==> src/rtl/pp_out_collect_ctrl.sv <==
// Output-side ping-pong collector: gathers COL_Y result blocks per row into one of
// two banks while the other bank drains to a valid/ready stream.
module pp_out_collect_ctrl #(
    parameter int DATA_WIDTH = 64,
    parameter int COL_Y      = 4,
    parameter int MAX_ROWS   = 16,
    parameter int ADDR_WIDTH = $clog2(COL_Y)
) (
    input  logic                  clk,
    input  logic                  rst_n,
    input  logic                  start,
    input  logic                  in_valid,
    input  logic [DATA_WIDTH-1:0] in_data,
    output logic                  in_ready,
    output logic                  out_valid,
    output logic [DATA_WIDTH-1:0] out_data,
    output logic                  out_last,
    input  logic                  out_ready,
    output logic                  wr_bank,
    output logic                  rd_bank,
    output logic                  overflow_err,
    output logic                  done
);

    localparam int RW = $clog2(MAX_ROWS + 1);

    typedef enum logic [1:0] {
        IDLE,
        RUN,
        DONE
    } state_t;

    state_t state;
    state_t state_next;

    logic                  wr_sel;
    logic                  rd_sel;
    logic [ADDR_WIDTH-1:0] wr_addr;
    logic [ADDR_WIDTH-1:0] rd_addr;
    logic [1:0]            bank_full;
    logic [1:0]            bank_full_next;
    logic [RW-1:0]         row_cnt;
    logic [DATA_WIDTH-1:0] mem [2][COL_Y];

    logic running;
    logic wr_fire;
    logic wr_wrap;
    logic rd_load;
    logic rd_wrap;
    logic last_hs;
    logic final_hs;

    assign running  = (state == RUN);
    assign in_ready = running & ~bank_full[wr_sel];
    assign wr_fire  = in_valid & in_ready;
    assign wr_wrap  = (wr_addr == ADDR_WIDTH'(COL_Y - 1));
    assign rd_load  = running & bank_full[rd_sel] & (~out_valid | out_ready);
    assign rd_wrap  = (rd_addr == ADDR_WIDTH'(COL_Y - 1));
    assign last_hs  = out_valid & out_ready & out_last;
    assign final_hs = last_hs & (row_cnt == RW'(MAX_ROWS - 1));

    assign wr_bank = wr_sel;
    assign rd_bank = rd_sel;
    assign done    = (state == DONE);

    always_ff @(posedge clk or negedge rst_n) begin
        if (!rst_n) begin
            state <= IDLE;
        end else begin
            state <= state_next;
        end
    end

    always_comb begin
        state_next = state;
        case (state)
            IDLE:    if (start) state_next = RUN;
            RUN:     if (final_hs) state_next = DONE;
            DONE:    state_next = DONE;
            default: state_next = IDLE;
        endcase
    end

    // Set and clear always hit opposite banks, so both may apply in one cycle.
    always_comb begin
        bank_full_next = bank_full;
        if (wr_fire && wr_wrap) bank_full_next[wr_sel] = 1'b1;
        if (rd_load && rd_wrap) bank_full_next[rd_sel] = 1'b0;
    end

    always_ff @(posedge clk) begin
        if (wr_fire) begin
            mem[wr_sel][wr_addr] <= in_data;
        end
    end

    always_ff @(posedge clk or negedge rst_n) begin
        if (!rst_n) begin
            wr_sel    <= 1'b0;
            wr_addr   <= '0;
            bank_full <= 2'b00;
        end else begin
            bank_full <= bank_full_next;
            if (wr_fire) begin
                if (wr_wrap) begin
                    wr_sel  <= ~wr_sel;
                    wr_addr <= '0;
                end else begin
                    wr_addr <= wr_addr + ADDR_WIDTH'(1);
                end
            end
        end
    end

    // Output register refills on the same edge it is consumed, giving one block per cycle.
    always_ff @(posedge clk or negedge rst_n) begin
        if (!rst_n) begin
            rd_sel    <= 1'b0;
            rd_addr   <= '0;
            out_valid <= 1'b0;
            out_data  <= '0;
            out_last  <= 1'b0;
        end else begin
            if (rd_load) begin
                out_data  <= mem[rd_sel][rd_addr];
                out_valid <= 1'b1;
                out_last  <= rd_wrap;
                if (rd_wrap) begin
                    rd_sel  <= ~rd_sel;
                    rd_addr <= '0;
                end else begin
                    rd_addr <= rd_addr + ADDR_WIDTH'(1);
                end
            end else if (out_ready) begin
                out_valid <= 1'b0;
                out_last  <= 1'b0;
            end
        end
    end

    always_ff @(posedge clk or negedge rst_n) begin
        if (!rst_n) begin
            row_cnt      <= '0;
            overflow_err <= 1'b0;
        end else begin
            if (last_hs) begin
                row_cnt <= row_cnt + RW'(1);
            end
            if (running && in_valid && !in_ready) begin
                overflow_err <= 1'b1;
            end
        end
    end

endmodule

==> config.mk <==
export PLATFORM = sky130hd
export DESIGN_NAME = pp_out_collect_ctrl
export DESIGN_NICKNAME = d
export VERILOG_FILES = /design/src/rtl/pp_out_collect_ctrl.sv
export SDC_FILE = /design/constraint.sdc
export NUM_CORES = 1
export LEC_CHECK = 0
export CORE_MARGIN = 4
export CORE_UTILIZATION = 44
export DETAILED_ROUTE_END_ITERATION = 8
export DONT_BUFFER_PORTS = 1
export HOLD_SLACK_MARGIN = 0.1
export PLACE_DENSITY = 0.66
export SLEW_MARGIN = 20
export SYNTH_ARGS = -nofsm -noshare
export SYNTH_HDL_FRONTEND = slang
export SYNTH_SLANG_ARGS = --single-unit
==> constraint.sdc <==
create_clock -name clk -period 9.8 [get_ports clk]
set_input_delay 0.98 -clock clk [delete_from_list [all_inputs] [get_ports clk]]
set_output_delay 0.98 -clock clk [all_outputs]
set_load 0.01 [all_outputs]
* Word-level counts from Yosys, hierarchy flattened
Memory sizes are Yosys's and may differ from the RTL's.
Index checks and enable logic that the tools add are counted.
** Cells by class
- Add/subtract/negate cells :: 3
- Order comparisons :: 7
- Eq/ne operators :: 7
- Mux-type cells :: 25
- Bitwise logic cells :: 17
- Reduce and logical (&&, ||, !) cells :: 13
** Operator list (count)
- $mux W256 :: 1
- $mux W64 :: 3
- $bmux W64 S2 :: 1
- $demux W64 S2 :: 1
- $mux W2 :: 6
- $mux W1 :: 10
- $and A1 B1 Y1 :: 7
- $logic_and A1 B1 Y1 :: 7
- $eq A2 B2 Y1 const B :: 3
- $ge A3 B3 Y1 const B :: 2
- $not A2 Y3 :: 2
- $pmux W2 S3 :: 1
- $reduce_and A2 Y1 :: 3
- $add A5 B1 Y5 const B :: 1
- $eq A5 B4 Y1 const B :: 1
- $add A2 B1 Y2 const B :: 2
- $lt A1 B2 Y1 const B :: 2
- $not A1 Y1 :: 4
- $lt A3 B1 Y1 const B :: 1
- $and A2 B2 Y2 :: 1
- $demux W1 S1 :: 2
- $eq A2 B1 Y1 const B :: 1
- $ge A1 B1 Y1 const B :: 2
- $logic_not A2 Y1 :: 1
- other kinds (7) :: 7
** Storage, ports and cells
- Bits in registers :: 82
- RAM bits :: 512
- Input bits :: 69
- Logic and storage cells :: 84
- Memories :: 1
** Memory list
- mem :: depth 2, bits a word 256, rd ports 1, clocked after memory_dff 0, write ports 1, line 43 : logic [DATA_WIDTH-1:0] mem [2][COL_Y];

* Depth between registers and ports, before layout
- Depth after elaboration :: 9
- Mapped depth :: 7
- Depth with buffers taken out :: 6

* Worst setup path after synthesis
Ideal clock, no wire load.
- Path kind :: input -> register
- Start :: in in_valid
- End :: reg bank_full[0]
- Setup time :: 0.090 ns
- Arrival time :: 8.556 ns
- Data required time :: 9.710 ns
- Setup slack :: 1.154 ns
- Cell stages on the path :: 3
- Buffers on the path :: 0
- Path through :: nand2_1 -> nor4b_1 -> o32a_1
** On the way
- Word-level cells in the longest chain between the ends :: 5
** RTL lines
- start, declared :: line 12 : input logic in_valid,
- $and A1 B1 Y1 (*) :: line 55 : assign wr_fire = in_valid & in_ready;
- $logic_and A1 B1 Y1 (*) :: line 87 : if (wr_fire && wr_wrap) bank_full_next[wr_sel] = 1'b1;
- $mux W2 (*) :: line 87
- $and A2 B2 Y2 (no line)
- $mux W2 (*) :: line 88 : if (rd_load && rd_wrap) bank_full_next[rd_sel] = 1'b0;
- via bank_full_next[0] :: line 41 : logic [1:0] bank_full_next;
- end signal, assigned :: line 103 : bank_full <= bank_full_next;
- end, declared :: line 40 : logic [1:0] bank_full;
Mark *: on every way through the listed nets, which the timed path passes. The rest lies on a longest branch.
A chain may end at the register's enable or synchronous reset.

* Worst setup path after layout
- Start :: reg rd_sel (netlist: rd_bank)
- End :: reg out_data[21]
** On the way
- Word-level cells in the longest chain between the ends :: 4
- Elaborated cells between the ends (all ways) :: 8
- Those cells by class :: mux: 5; bitwise: 2; memory: 1
** RTL lines
- start, declared :: line 37 : logic rd_sel;
- start signal, assigned :: line 129 : rd_sel <= ~rd_sel;
- $mem_v2 Z2 W256 or $mux W1 (tied branches)
- $bmux W64 S2 or $mux W1 (tied branches) :: line 125, 57
- $mux W64 (implied by the code) or $and A1 B1 Y1 (tied branches) (2 in a row) :: line 125, 57
- end signal, assigned :: line 125 : out_data <= mem[rd_sel][rd_addr];
- end, declared :: line 16 : output logic [DATA_WIDTH-1:0] out_data,
Several ways; a longest one is shown, not always the timed one. The select of a mux whose other input is x is not followed.

==> impl_metrics.tcl <==
set metrics [dict create \
    drc 0 \
    start_kind "flop" \
    antenna_found_initial 0 \
    finalWeightedCongestion 0.712 \
    synth_top_cell_by_area "edfxtp_1" \
    die_w_um 237 \
    grt.total_usage 0.186 \
    comb_power_share 0.103 \
    critPathKind "reg -> reg" \
    cp-end-kind "flop" \
    cp.required_ns 10.25 \
    cts_sinks 594 \
    power.density_nw_per_um2 232 \
    final_hold_viol_count 0 \
    syn_area_um2 23000 \
    die-area_um2 56000 \
    synth_nets 1347 \
    grt.overflow.total 0 \
    vias_per_cell 5.90 \
    grt_setup_unrepaired "no" \
    die_h_um 237 \
    path_max_fanout 60 \
    power_leakage_nw 9.31 \
    root_buffer "clkbuf_16" \
    p_seq_frac 0.508 \
    wl_per_cell_um 26.7 \
    wirelength_um 53500 \
    status "finished clean" \
    antenna_left 0 \
    drtIter0Drc 765 \
    power.switching_mw 1.49 \
    diodes 0 \
    clk_pin_slew_ns 0.06 \
    maxCapViolCount 0 \
    stdcell_count 2004 \
    htree_levels 2 \
    vias 11823 \
    regArea_um2 17400 \
    core_um2 51500 \
    clock_path_buffers 3 \
    worst_slack_ns 5.75 \
    cts_buffers 60 \
    multi_input_area_um2 5260 \
    floorplan.initialDensity 0.446 \
    dpl_cell_area_um2 23800 \
    power.internal_mw 4.51 \
    max_freq_mhz 247 \
    synth_seq_cells 594 \
    post-place-cells 1892 \
    swShare 0.249 \
    ys_warn_count 0 \
    utilization 0.502 \
    synthDistinctLibCells 36 \
    grt_pass1_vias 12127 \
    grt_max_degree 83 \
    worst_pin_slew_ns 1.05 \
    relSlewSlack 0.295 \
    finalNetCount 1354 \
    clockPowerShare 0.389 \
    drive_gt1_frac 0.210 \
    synth_top_area_frac 0.669 \
    post_cts_buffers 0 \
    io-pin-count 140 \
    postLayoutCellArea_um2 25900 \
    tns_ns 0 \
    slew_violations 0 \
    cp_cell_sequence "buf_4 > buf_4 > buf_4 > mux2_2 > o22ai_1 > o31ai_1" \
    fin_crit_sh 0.413 \
    synth_area_per_cell_um2 18.1 \
    cp_common_cell "buf_4" \
    insertion_delay_ns 0.61 \
    fin_skew_ns 0.0175 \
    place_ws_ns 5.74 \
    setup-violations-final 0 \
    cp_data_arrival_time_ns 4.50 \
    place_hpwl_um 27500 \
    io_buffer_count 0 \
    min_period_ns 4.05 \
    n_fill_cell 4240 \
    rows 83 \
    dr.pass1.iters 5 \
    cts_resized 0 \
    syn2layout_area_growth_pct 12.5 \
    netlist_top_cells_area "edfxtp_1 (67%), dfrtp_1 (8.9%), mux2_2 (6.6%)" \
    vdd_drop_max_mv 0.138 \
    cts_tree "done" \
    max_stage_delay_ns 0.84 \
    cpMaxStageDelayCell "buf_4" \
    syn_inst 1268 \
    ys_seq_area_frac 0.758 \
    hold_path.class "in -> async" \
    grt_pass1_wl_um 79100 \
]
[layout make-up]
| class | instances | area share |
|---|---|---|
| Inverter | 8 | 0.00116 |
| Multi-Input combinational cell | 581 | 0.203 |
| Timing Repair Buffer | 30 | 0.00948 |
| Clock buffer | 76 | 0.0639 |
| Tap cell | 680 | 0.0329 |
| Clock inverter | 35 | 0.0152 |
| Sequential cell | 594 | 0.674 |
[per-layer routing]
| metal | GRT usage | share of wire |
|---|---|---|
| met4 | 0.0464 | 0.017 |
| met2 | 0.311 | 0.49 |
| met1 | 0.244 | 0.41 |
| met3 | 0.0522 | 0.075 |
| met5 | 0 | 0 |
[cell families (layout without fill, tap and decap cells)]
logic type	Yosys count	after routing	share of synthesized area
buffers and inverters	93	149	0.0171
AND/OR/NAND/NOR	35	35	0.00811
multiplexers	264	264	0.122
XOR/XNOR	5	5	0.00191
adder cells (fa/ha/maj)	10	10	0.00544
AO/OA/AOI/OAI	267	267	0.0870
flip-flops	594	594	0.758
[critical path: cells and delay by family (launching register included)]
kind | cells | cell delay [ns]
flops | 1 | 0.69
compound gates | 2 | 0.28
buf+inv | 3 | 2.39
mux | 1 | 0.41
[cell usage after synthesis]
master	number
nand3_1	2
buf_1	5
nand2b_1	1
a22o_1	64
nor3b_1	1
a41oi_1	1
mux2i_1	130
nand3b_1	1
ha_1	10
xnor2_1	4
a21bo_2	1
nor4b_1	1
a31o_2	1
mux2_2	134
o22ai_1	64
xor2_1	1
o21bai_1	2
nor4_1	1
inv_1	8
edfxtp_1	512
or3_1	2
o21ai_0	1
buf_4	1
o32a_1	1
nand4_1	3
a21oi_1	4
dfrtp_1	82
and2_1	1
and3_1	4
buf_2	32
nor2_1	7
nor3_1	2
nand2_1	6
clkbuf_1	47
o31ai_1	128
nor2b_1	3
[cells in the final DEF, fill, tap and decap left out, types with 3 or more instances in the layout]
cell type / Yosys / routed
nor2_4: 0 / 5
dfrtp_1: 82 / 81
o31ai_1: 128 / 128
o22ai_1: 64 / 64
nand4_1: 3 / 3
edfxtp_1: 512 / 512
clkbuf_16: 0 / 61
clkinv_4: 0 / 3
a22o_1: 64 / 64
inv_1: 8 / 7
mux2i_1: 130 / 129
clkinv_1: 0 / 8
a21oi_1: 4 / 4
xnor2_1: 4 / 4
ha_1: 10 / 10
inv_6: 0 / 3
buf_4: 1 / 29
clkinv_2: 0 / 11
clkbuf_1: 47 / 8
bufinv_16: 0 / 8
mux2_2: 134 / 134
clkbuf_8: 0 / 7
nand2_1: 6 / 5
and3_1: 4 / 3
[worst paths after layout]
path	cells after the start	startpoint	endpoint	slack, ns
worst max-delay path	6	rd_bank$_DFFE_PN0P_	out_data[21]$_DFFE_PN0P_	5.75
max in group asynchronous	1	rst_n	rd_bank$_DFFE_PN0P_	9.04
worst min register to register	1	row_cnt[3]$_DFFE_PN0N_	row_cnt[3]$_DFFE_PN0N_	0.47
worst min-delay path	1	rst_n	out_last$_DFFE_PN0P_	0.33
min in group clk	0	in_data[25]	mem[0][89]$_DFFE_PP_	0.46
worst max register to register	6	rd_bank$_DFFE_PN0P_	out_data[21]$_DFFE_PN0P_	5.75
[sequential cells by signal (all words and copies together), names as in the netlist]
| signal | flops |
|---|---|
| wr_bank | 1 |
| mem | 512 |
| rd_addr | 2 |
| bank_full | 2 |
| state | 2 |
| rd_bank | 1 |
| out_valid | 1 |
| wr_addr | 2 |
| out_last | 1 |
| out_data | 64 |
| row_cnt | 5 |
| overflow_err | 1 |
[power by group through the flow]
| stage | Clock, mW | Combinational, mW | Sequential [mW] |
|---|---|---|---|
| finish | 2.33 | 0.618 | 3.05 |
| global placement | 0 | 0.610 | 3.10 |
| CTS | 2.38 | 0.632 | 3.05 |
| detailed placement | 0 | 0.622 | 3.10 |
| global route | 2.50 | 0.671 | 3.06 |
| floorplan | 0 | 0.407 | 3.05 |
[per-stage QoR]
stage | hold WS [ns] | power [mW]
global route | 0.330 | 6.23
finish | 0.328 | 6.00
CTS | 0.317 | 6.07
global placement | 0.453 | 3.71
floorplan | 0.438 | 3.46
detailed placement | 0.458 | 3.73
[what timing repair did]
item	CTS	global route
setup endpoints to repair	0	0
hold endpoints to repair	82	0
hold buffers	1	0
Note: power is estimated with default switching activity, not from simulation.
